--- src/rtl/return_addr_stack.sv ---
// rtl/return_addr_stack.sv - bounded return-address stack with full/empty status and sticky overflow/underflow
module return_addr_stack #(
    parameter int ADDR_WIDTH = 12,
    parameter int DEPTH      = 8,
    parameter int PTR_WIDTH  = $clog2(DEPTH)
) (
    input  logic                  clk,
    input  logic                  rst,
    input  logic                  push,
    input  logic                  pop,
    input  logic [ADDR_WIDTH-1:0] push_addr,
    input  logic                  clr_flags,
    output logic [ADDR_WIDTH-1:0] top_addr,
    output logic [PTR_WIDTH:0]    count,
    output logic                  empty,
    output logic                  full,
    output logic                  overflow,
    output logic                  underflow
);

    localparam logic [PTR_WIDTH:0] FULL_COUNT = (PTR_WIDTH + 1)'(DEPTH);

    logic [ADDR_WIDTH-1:0] mem [DEPTH];
    logic [PTR_WIDTH-1:0]  wp;
    logic [PTR_WIDTH-1:0]  wp_prev;
    logic                  replace_top;
    logic                  do_push;
    logic                  do_pop;
    logic                  set_ovf;
    logic                  set_unf;

    assign wp_prev  = wp - PTR_WIDTH'(1);
    assign empty    = (count == '0);
    assign full     = (count == FULL_COUNT);
    assign top_addr = empty ? '0 : mem[wp_prev];

    // A simultaneous push/pop on a non-empty stack swaps the top in place;
    // on an empty stack the pop underflows and the push proceeds normally.
    always_comb begin
        replace_top = push && pop && !empty;
        do_push     = push && !replace_top;
        do_pop      = pop && !push && !empty;
        set_ovf     = push && !pop && full;
        set_unf     = pop && empty;
    end

    always_ff @(posedge clk or negedge rst) begin
        if (!rst) begin
            wp    <= '0;
            count <= '0;
            for (int i = 0; i < DEPTH; i++) begin
                mem[i] <= '0;
            end
        end else begin
            if (replace_top) begin
                mem[wp_prev] <= push_addr;
            end else if (do_push) begin
                mem[wp] <= push_addr;
                wp      <= wp + PTR_WIDTH'(1);
                if (!full) begin
                    count <= count + (PTR_WIDTH + 1)'(1);
                end
            end else if (do_pop) begin
                wp    <= wp_prev;
                count <= count - (PTR_WIDTH + 1)'(1);
            end
        end
    end

    // Set beats clear when both happen in the same cycle.
    always_ff @(posedge clk or negedge rst) begin
        if (!rst) begin
            overflow  <= 1'b0;
            underflow <= 1'b0;
        end else begin
            if (set_ovf) begin
                overflow <= 1'b1;
            end else if (clr_flags) begin
                overflow <= 1'b0;
            end
            if (set_unf) begin
                underflow <= 1'b1;
            end else if (clr_flags) begin
                underflow <= 1'b0;
            end
        end
    end

endmodule

--- config.mk ---
export PLATFORM = sky130hd
export DESIGN_NAME = return_addr_stack
export DESIGN_NICKNAME = d
export VERILOG_FILES = /design/src/rtl/return_addr_stack.sv
export SDC_FILE = /design/constraint.sdc
export NUM_CORES = 1
export LEC_CHECK = 0
export ABC_AREA = 1
export BUFFER_PORTS_ARGS = -buffer_cell sky130_fd_sc_hd__buf_4
export CAP_MARGIN = 10
export CORE_MARGIN = 2
export CORE_UTILIZATION = 40
export DETAILED_ROUTE_END_ITERATION = 8
export REMOVE_ABC_BUFFERS = 1
export SLEW_MARGIN = 30
export SYNTH_ARGS = -nofsm -noshare
export SYNTH_HDL_FRONTEND = slang
export SYNTH_SLANG_ARGS = --single-unit
--- constraint.sdc ---
create_clock -name clk -period 2.4 [get_ports clk]
set_input_delay 0.48 -clock clk [delete_from_list [all_inputs] [get_ports clk]]
set_output_delay 0.48 -clock clk [all_outputs]
set_load 0.005 [all_outputs]
=== Yosys cells after proc, flatten, opt, wreduce, memory -nomap -nowiden ===
Cells that the tools add are included.
W data, S select, Z words.

* Register bits after elaboration: 105
* Bits of input ports: 17
* Output and inout bits: 20

* $add $sub $neg: 4
* Bitwise gates (word level): 3
* Eq/ne operators: 2
* Reduce and logical (&&, ||, !) cells: 21
* Order comparisons: 4
* Mux-type cells: 20

{| class="wikitable"
|+ Operator list
! cell !! count
|-
| $bwmux W96 || 2
|-
| $mux W96 || 2
|-
| $demux W12 S3 || 2
|-
| $mux W12 || 5
|-
| $bmux W12 S3 || 1
|-
| $mux W4 || 3
|-
| $logic_and A1 B1 Y1 || 10
|-
| $ge A4 B4 Y1 const B || 2
|-
| $lt A4 B1 Y1 const B || 2
|-
| $not A3 Y4 || 2
|-
| $reduce_bool A2 Y1 || 4
|-
| $mux W3 || 2
|-
| $add A4 B1 Y4 const B || 1
|-
| $eq A4 B4 Y1 const B || 1
|-
| $logic_not A1 Y1 || 4
|-
| $logic_not A4 Y1 || 1
|-
| $sub A4 B1 Y4 const B || 1
|-
| $add A3 B1 Y3 const B || 1
|-
| $mux W1 || 3
|-
| $reduce_and A3 Y1 || 1
|-
| $sub A3 B1 Y3 const B || 1
|-
| $ne A2 B2 Y1 const B || 1
|-
| $reduce_and A2 Y1 || 1
|-
| $not A1 Y1 || 1
|}

=== Logic depth before layout (Yosys ltp) ===
Gate-level depths: netlist of run 1.

* Depth after elaboration: 8
* Mapped depth: 14

=== Worst setup path before layout of run 1 ===
Ideal clock, no wire load.

* Path kind: register to output
* From: register wp[1]
* To: output port top_addr[11]
* Data arrival time: 1.806 ns
* Cell stages (with the launch flop): 10
* Buffers on the path: 1
* Setup slack: 0.114 ns
* Cell sequence: dfrtp_1 > inv_1 > ha_1 > clkbuf_1 > inv_1 > nand3_1 > inv_1 > nand2_1 > nand4_1 > o21a_1

* Cells in the longest elaborated chain, start to end: 6

{| class="wikitable"
|+ RTL lines
! element !! line !! text
|-
| start, declared || 24 || <nowiki>logic [PTR_WIDTH-1:0] wp;</nowiki>
|-
| start signal, assigned || 59 || <nowiki>wp <= wp + PTR_WIDTH'(1);</nowiki>
|-
| start signal, assigned || 64 || <nowiki>wp <= wp_prev;</nowiki>
|-
| $sub A3 B1 Y3 || 32 || <nowiki>assign wp_prev = wp - PTR_WIDTH'(1);</nowiki>
|-
| $not A3 Y4 (not written as such) || 35 || <nowiki>assign top_addr = empty ? '0 : mem[wp_prev];</nowiki>
|-
| $bmux W12 S3 || 35 ||
|-
| $mux W12 (not written as such) (2 in series) || 35 ||
|-
| $mux W12 || 35 ||
|-
| end, declared || 13 || <nowiki>output logic [ADDR_WIDTH-1:0] top_addr,</nowiki>
|}

Every way passes these cells. The select of a mux whose other input is x is not followed.

=== Worst setup path in the final report of run 1 ===
* From: register wp[1]
* To: output port top_addr[3]

The elaborated chain is that of the path after synthesis.

==> flow_summary_export.csv, run 1 <==
group,metric,value,unit
outcome,run_status,"complete, but fails checks",
flow_run,cap_violations,0,
pwr,clkPwrFrac,13.6,%
setup_path,cp.arrival,2.06,ns
logic_synthesis,synth_area,5330,sq um
detailed_routing,via_per_inst,4.94,
min_path,min_path_type,"in -> reg",
timing,finalSetupViolations,11,
die,num_rows,42,
die,start_util,40.6,%
cts,clock_latency,0.35,ns
cts,h-tree-depth,3,
final_layout,antennaDiodeCount,0,
timing,slew_violations,0,
final_layout,finalNonFillerCells,916,
timing,slew-limit-headroom,70.4,%
die,fp.dieW,119,um
grt,grt_pass1_wl,23200,um
die,die-area,14300,sq um
detailed_routing,drtAntennaViolNets,0,
pwr,switching_share,42.7,%
cts,ctsRootBufferMaster,"clkbuf_16",
timing,timing.fmax,0.394,GHz
detailed_routing,firstDrtPassIters,5,
pwr,vdd_drop_max,0.676,mV
pwr,seq_power_share,30.7,%
timing,rsz0062_at_grt,"true",
cts,cts_tree,"built",
timing,min_period_over_period,106,%
detailed_routing,drc,0,
grt,antenna_found_initial,0,
detailed_routing,drt-total-wl,13900,um
grt,gr-total-overflow,0,
outcome,failed_checks,"setup timing",
detailed_routing,drt_iter0_drc,378,
detailed_routing,wl_per_cell,15.2,um
die,core,13100,sq um
final_layout,design_area,6490,sq um
setup_path,required,1.92,ns
setup_path,startpoint_type,"flop",
cts,cts_made_buffers,9,
final_layout,fillers,1286,
timing,finalHoldViolCount,0,
pwr,combPwrFrac,55.7,%
pwr,p_switching,0.00427,W
grt,grt_max_degree,56,
logic_synthesis,synthCells,686,
placement,place_hpwl,9310,um
pwr,power_density,1540,nW/um^2
setup_path,path_class,"reg -> out",
placement,gp_congestion,0.867,
timing,period_minus_slack,2.54,ns
cts,cts.sinks,105,
die,io_pins,37,
final_layout,fin_nets,756,
setup_path,end_kind,"primary output",
final_layout,layout-drive-gt1-share,19.3,%
final_layout,final_common_cell,"nand2_1",
logic_synthesis,synth.yosys.seq_area_share,49.3,%
final_layout,syn_to_final_growth,21.8,%
placement,numPortBuffers,36,
detailed_routing,num_vias,4524,
timing,layout_setup_ws,-0.139,ns
final_layout,layout_common_cells,"nand2_1 (194), inv_1 (113), o21ai_0 (110)",
cts,cts_max_path_buffers,2,
pwr,leakage,3.07,nW
placement,place_inst,889,
logic_synthesis,ys_ff_latch,105,
setup_path,worstPathMaxFanout,7,
grt,grtUsageTotal,20.7,%
grt,grt_pass1_vias,4454,
logic_synthesis,ys.warnings.count,0,
die,die_h,119,um
timing,worst_pin_slew,0.444,ns
cts,clk_pin_slew,0.07,ns
timing,fin_worst_skew,0.00527,ns
placement,postPlaceCellArea,5890,sq um
logic_synthesis,synth_cell_types,34,
pwr,internal_power,0.00573,W
final_layout,final_core_util,49.4,%
logic_synthesis,synth_area_per_cell,7.78,sq um
## area by class of cell
cell class / count / area, sq um / share of cell area, %
multi-input combinational: 418 / 2240 / 34.5
tap: 176 / 220 / 3.39
inverter: 123 / 474 / 7.30
clock buffer: 11 / 233 / 3.58
sequential: 105 / 2630 / 40.5
timing repair buffer: 78 / 667 / 10.3
clock inverter: 5 / 32.5 / 0.501
## flip-flops by register name (all words and copies together), names as in the netlist
register   flops
count          4
underflow      1
overflow       1
mem           96
wp             3
## cell families after synthesis
kind of cell             count (synthesis)  share of synthesized area, %
AO/OA/AOI/OAI                          166                          17.6
buffers and inverters                  163                          12.5
multiplexers                             1                         0.188
XOR/XNOR                                 4                         0.657
flip-flops                             105                          49.3
adder cells (fa/ha/maj)                  4                         0.938
AND/OR/NAND/NOR                        243                          18.8
## worst paths after layout
check / from / endpoint / slack, ns / depth (start not counted)
min: clr_flags / underflow / 0.32 / 2
min reg2reg: mem[34] / mem[34] / 0.52 / 2
min in group asynchronous: rst / mem[36] / 0.55 / 2
max: wp[1] / top_addr[3] / -0.14 / 11
max reg2reg: count[1] / count[3] / 0.34 / 11
max in group asynchronous: rst / mem[11] / 1.14 / 3
## per-layer routing
layer	global-route usage [%]	vias to the layer above	wire, um
li1	-	2244	-
met1	28.7	2149	6450
met2	33.0	113	6550
met3	2.73	18	649
met4	8.16	0	270
met5	0	-	0
## through the flow
stage / TNS [ns] / setup WS [ns] / total power, W / hold WS, ns
2_1_floorplan: -69.45 / -0.932 / 0.00569 / 0.184
3_3_place_gp: 0 / 0.169 / 0.00758 / 0.368
3_5_place_dp: 0 / 0.0572 / 0.00772 / 0.377
4_1_cts: -0.478 / -0.0658 / 0.00960 / 0.312
5_1_grt: -1.88 / -0.234 / 0.0109 / 0.327
6_report: -0.773 / -0.139 / 0.0100 / 0.323
## what timing repair did
| item | 4_1_cts | 5_1_grt |
|---|---|---|
| hold endpoints to repair | 4 | 0 |
| hold buffers | 1 | 0 |
| gates resized for setup | 37 | 23 |
| gates cloned | 1 | 0 |
| buffers inserted | 4 | 6 |
| endpoints found under the setup margin | 12 | 12 |
| pin swaps | 5 | 11 |
## worst max-delay path, cell delays in order, from the launching register on
cell and delay [ns]:
dfrtp_1 0.40, inv_2 0.10, ha_4 0.17, inv_4 0.05
nand2_4 0.07, nand2_8 0.09, nor3_4 0.24, inv_2 0.10
o22ai_2 0.09, nor2_1 0.06, a21oi_1 0.19, buf_4 0.15
## synth_stat cells
library cell  number  area [sq um]
dfrtp_1          105          2630
o22ai_1           14          87.6
a21oi_1           13          65.1
o221ai_1           1          8.76
o21a_1             6          45.0
inv_1            118           443
buf_6              1          11.3
inv_4              1          6.26
mux2i_1            1          10.0
buf_4              7          52.6
buf_1              6          22.5
xor2_1             4          35.0
nand4_1            6          37.5
nor2_2             1          6.26
clkbuf_2           3          15.0
ha_1               4          50.1
nor2_4             1          11.3
o22ai_4            1          20.0
buf_2             14          70.1
a32oi_1            1          8.76
nand2_2            3          18.8
o22ai_2            7          87.6
nand3b_1           1          7.51
inv_2              4          15.0
nand2_1          199           747
nand2_4            1          11.3
nand2_8            1          20.0
o21ai_0          110           551
nor3_2             1          10.0
nand3_1           18          90.1
nor2_1             9          33.8
clkbuf_1           9          33.8
o21ai_1           13          65.1
nor3_1             2          10.0
## power by group through the flow
stage / Sequential [W] / Combinational (W) / Clock, W
2_1_floorplan: 0.00307 / 0.00263 / 0
3_3_place_gp: 0.00307 / 0.00451 / 0
3_5_place_dp: 0.00309 / 0.00463 / 0
4_1_cts: 0.00307 / 0.00513 / 0.00140
5_1_grt: 0.00317 / 0.00621 / 0.00147
6_report: 0.00307 / 0.00557 / 0.00136
Power figures use the tool's default switching activity.
==> inputs of run 2 (changes only) <==
--- a/config.mk
+++ b/config.mk
@@ -16,3 +16,4 @@
 export SYNTH_ARGS = -nofsm -noshare
 export SYNTH_HDL_FRONTEND = slang
 export SYNTH_SLANG_ARGS = --single-unit
+export TNS_END_PERCENT = 1
==> flow_summary_export.csv, run 2 (synthesized netlist as in run 1, its figures left out) <==
group,metric,value,unit
outcome,run_status,"complete, but fails checks",
outcome,failed_checks,"setup timing",
die,die-area,14300,sq um
timing,period_minus_slack,2.50,ns
timing,min_period_over_period,104,%
min_path,min_path_type,"in -> reg",
final_layout,top_regs,"mem (96), count (4), wp (3)",
final_layout,syn_to_final_growth,20.0,%
timing,rsz0062_at_grt,"true",
setup_path,cp.arrival,2.02,ns
die,start_util,40.6,%
setup_path,critPathMaxStageDelay,0.41,ns
final_layout,final_core_util,48.7,%
die,fp.dieW,119,um
cts,cts.sinks,105,
timing,timing.fmax,0.400,GHz
timing,finalHoldViolCount,0,
cts,cts_made_buffers,9,
placement,numPortBuffers,36,
detailed_routing,met2_length,6350,um
placement,place_hpwl,9310,um
pwr,power_density,1510,nW/um^2
setup_path,end_kind,"primary output",
detailed_routing,firstDrtPassIters,5,
timing,slew-limit-headroom,69.8,%
cts,ctsRootBufferMaster,"clkbuf_16",
detailed_routing,wl_per_cell,14.9,um
flow_run,cap_violations,0,
cts,cts_tree,"built",
detailed_routing,met1_length,6450,um
timing,slew_violations,0,
die,io_pins,37,
final_layout,largest_reg_flops,96,
final_layout,multi_input_area,2200,sq um
setup_path,worstPathMaxFanout,7,
detailed_routing,drc,0,
detailed_routing,drtAntennaViolNets,0,
detailed_routing,wl_met3,516,um
cts,clock_latency,0.35,ns
final_layout,layout_common_cells,"nand2_1 (195), inv_1 (113), o21ai_0 (110)",
detailed_routing,drt_iter0_drc,337,
timing,layout_setup_ws,-0.0978,ns
final_layout,fin_nets,751,
pwr,vdd_drop_max,0.704,mV
setup_path,worstPathCellList,"inv_2, ha_4, inv_4, nand2_4, nand2_8, nor3_4, inv_2, o22ai_2, nor2_1, a21oi_1, buf_4",
final_layout,antennaDiodeCount,0,
detailed_routing,routed.top_layer,"met4",
setup_path,path_class,"reg -> out",
final_layout,final_common_cell,"nand2_1",
setup_path,crit_top_cell,"inv_2",
final_layout,fillers,1294,
setup_path,r2r_slack,0.31,ns
grt,gr-total-overflow,0,
setup_path,required,1.92,ns
setup_path,slowest_stage,"dfrtp_1",
cts,h-tree-depth,3,
grt,grt_max_degree,56,
final_layout,design_area,6400,sq um
die,core,13100,sq um
setup_path,startpoint_type,"flop",
placement,postPlaceCellArea,5890,sq um
cts,cts_max_path_buffers,2,
timing,worst_pin_slew,0.452,ns
grt,grt_pass1_vias,4480,
die,die_h,119,um
timing,fin_worst_skew,0.00685,ns
grt,grtUsageTotal,20.5,%
detailed_routing,via_per_inst,4.93,
grt,grt_pass1_wl,23100,um
final_layout,seq_area,2630,sq um
final_layout,top_register,"mem",
timing,finalSetupViolations,12,
grt,antenna_found_initial,0,
die,num_rows,42,
detailed_routing,drt-total-wl,13600,um
pwr,leakage,3.03,nW
final_layout,layout-drive-gt1-share,18.0,%
placement,gp_congestion,0.867,
cts,clk_pin_slew,0.07,ns
detailed_routing,num_vias,4495,
## run 2: cell types whose count changed in the layout (fill, tap and decap cells not counted), moves of 2 or more
cell | previous run | this run
buf_6 | 7 | 3
o22ai_1 | 6 | 10
o22ai_2 | 15 | 11
buf_4 | 65 | 63
## run 2: worst paths after layout
check,cells past startpoint,to,start
worst max-delay path,11,top_addr[3],wp[1]
max in group asynchronous,3,mem[11],rst
worst min register to register,2,mem[30],mem[30]
worst max register to register,12,mem[57],wp[1]
worst min-delay path,2,underflow,clr_flags
min in group asynchronous,2,mem[36],rst
## run 2: through the flow
stage / total power (W) / TNS (ns) / hold WS [ns] / std cells / setup WS [ns]
2_1_floorplan: 0.00569 / -69.45 / 0.184 / 646 / -0.932
3_3_place_gp: 0.00758 / 0 / 0.368 / 889 / 0.169
3_5_place_dp: 0.00772 / 0 / 0.377 / 889 / 0.0572
4_1_cts: 0.00951 / -0.499 / 0.312 / 909 / -0.0696
5_1_grt: 0.0105 / -2.01 / 0.327 / 911 / -0.212
6_report: 0.00967 / -0.680 / 0.324 / 911 / -0.0978
## run 2: layout make-up
type / count / area share, %
Sequential cell: 105 / 41.1
Multi-Input combinational cell: 418 / 34.3
Timing Repair Buffer: 73 / 9.72
Inverter: 123 / 7.29
Clock buffer: 11 / 3.64
Tap cell: 176 / 3.44
Clock inverter: 5 / 0.508
## run 2: what timing repair did
item | CTS | global route
hold endpoints to repair | 4 | 0
endpoints found under the setup margin | 12 | 12
buffers inserted | 3 | 2
hold buffers | 1 | 0
resized for setup | 31 | 15
pin swaps | 8 | 7
## run 2: power by group
| part | switching [W] | internal, W |
|---|---|---|
| Combinational | 0.00302 | 0.00221 |
| Sequential | 0.000426 | 0.00265 |
| Clock | 0.000660 | 0.000701 |
| Total | 0.00411 | 0.00556 |
## run 2: routing by layer
layer	track usage, %	vias to the layer above
met3	2.39	20
met1	28.5	2137
li1	-	2236
met5	0	-
met4	8.24	0
met2	32.8	102
## run 2: critical path: cells and delay by family, from the launching register on
family / cells / cell delay, ns
simple gates: 4 / 0.44
flops: 1 / 0.41
compound gates: 2 / 0.28
buf+inv: 4 / 0.39
fa+ha+maj: 1 / 0.17
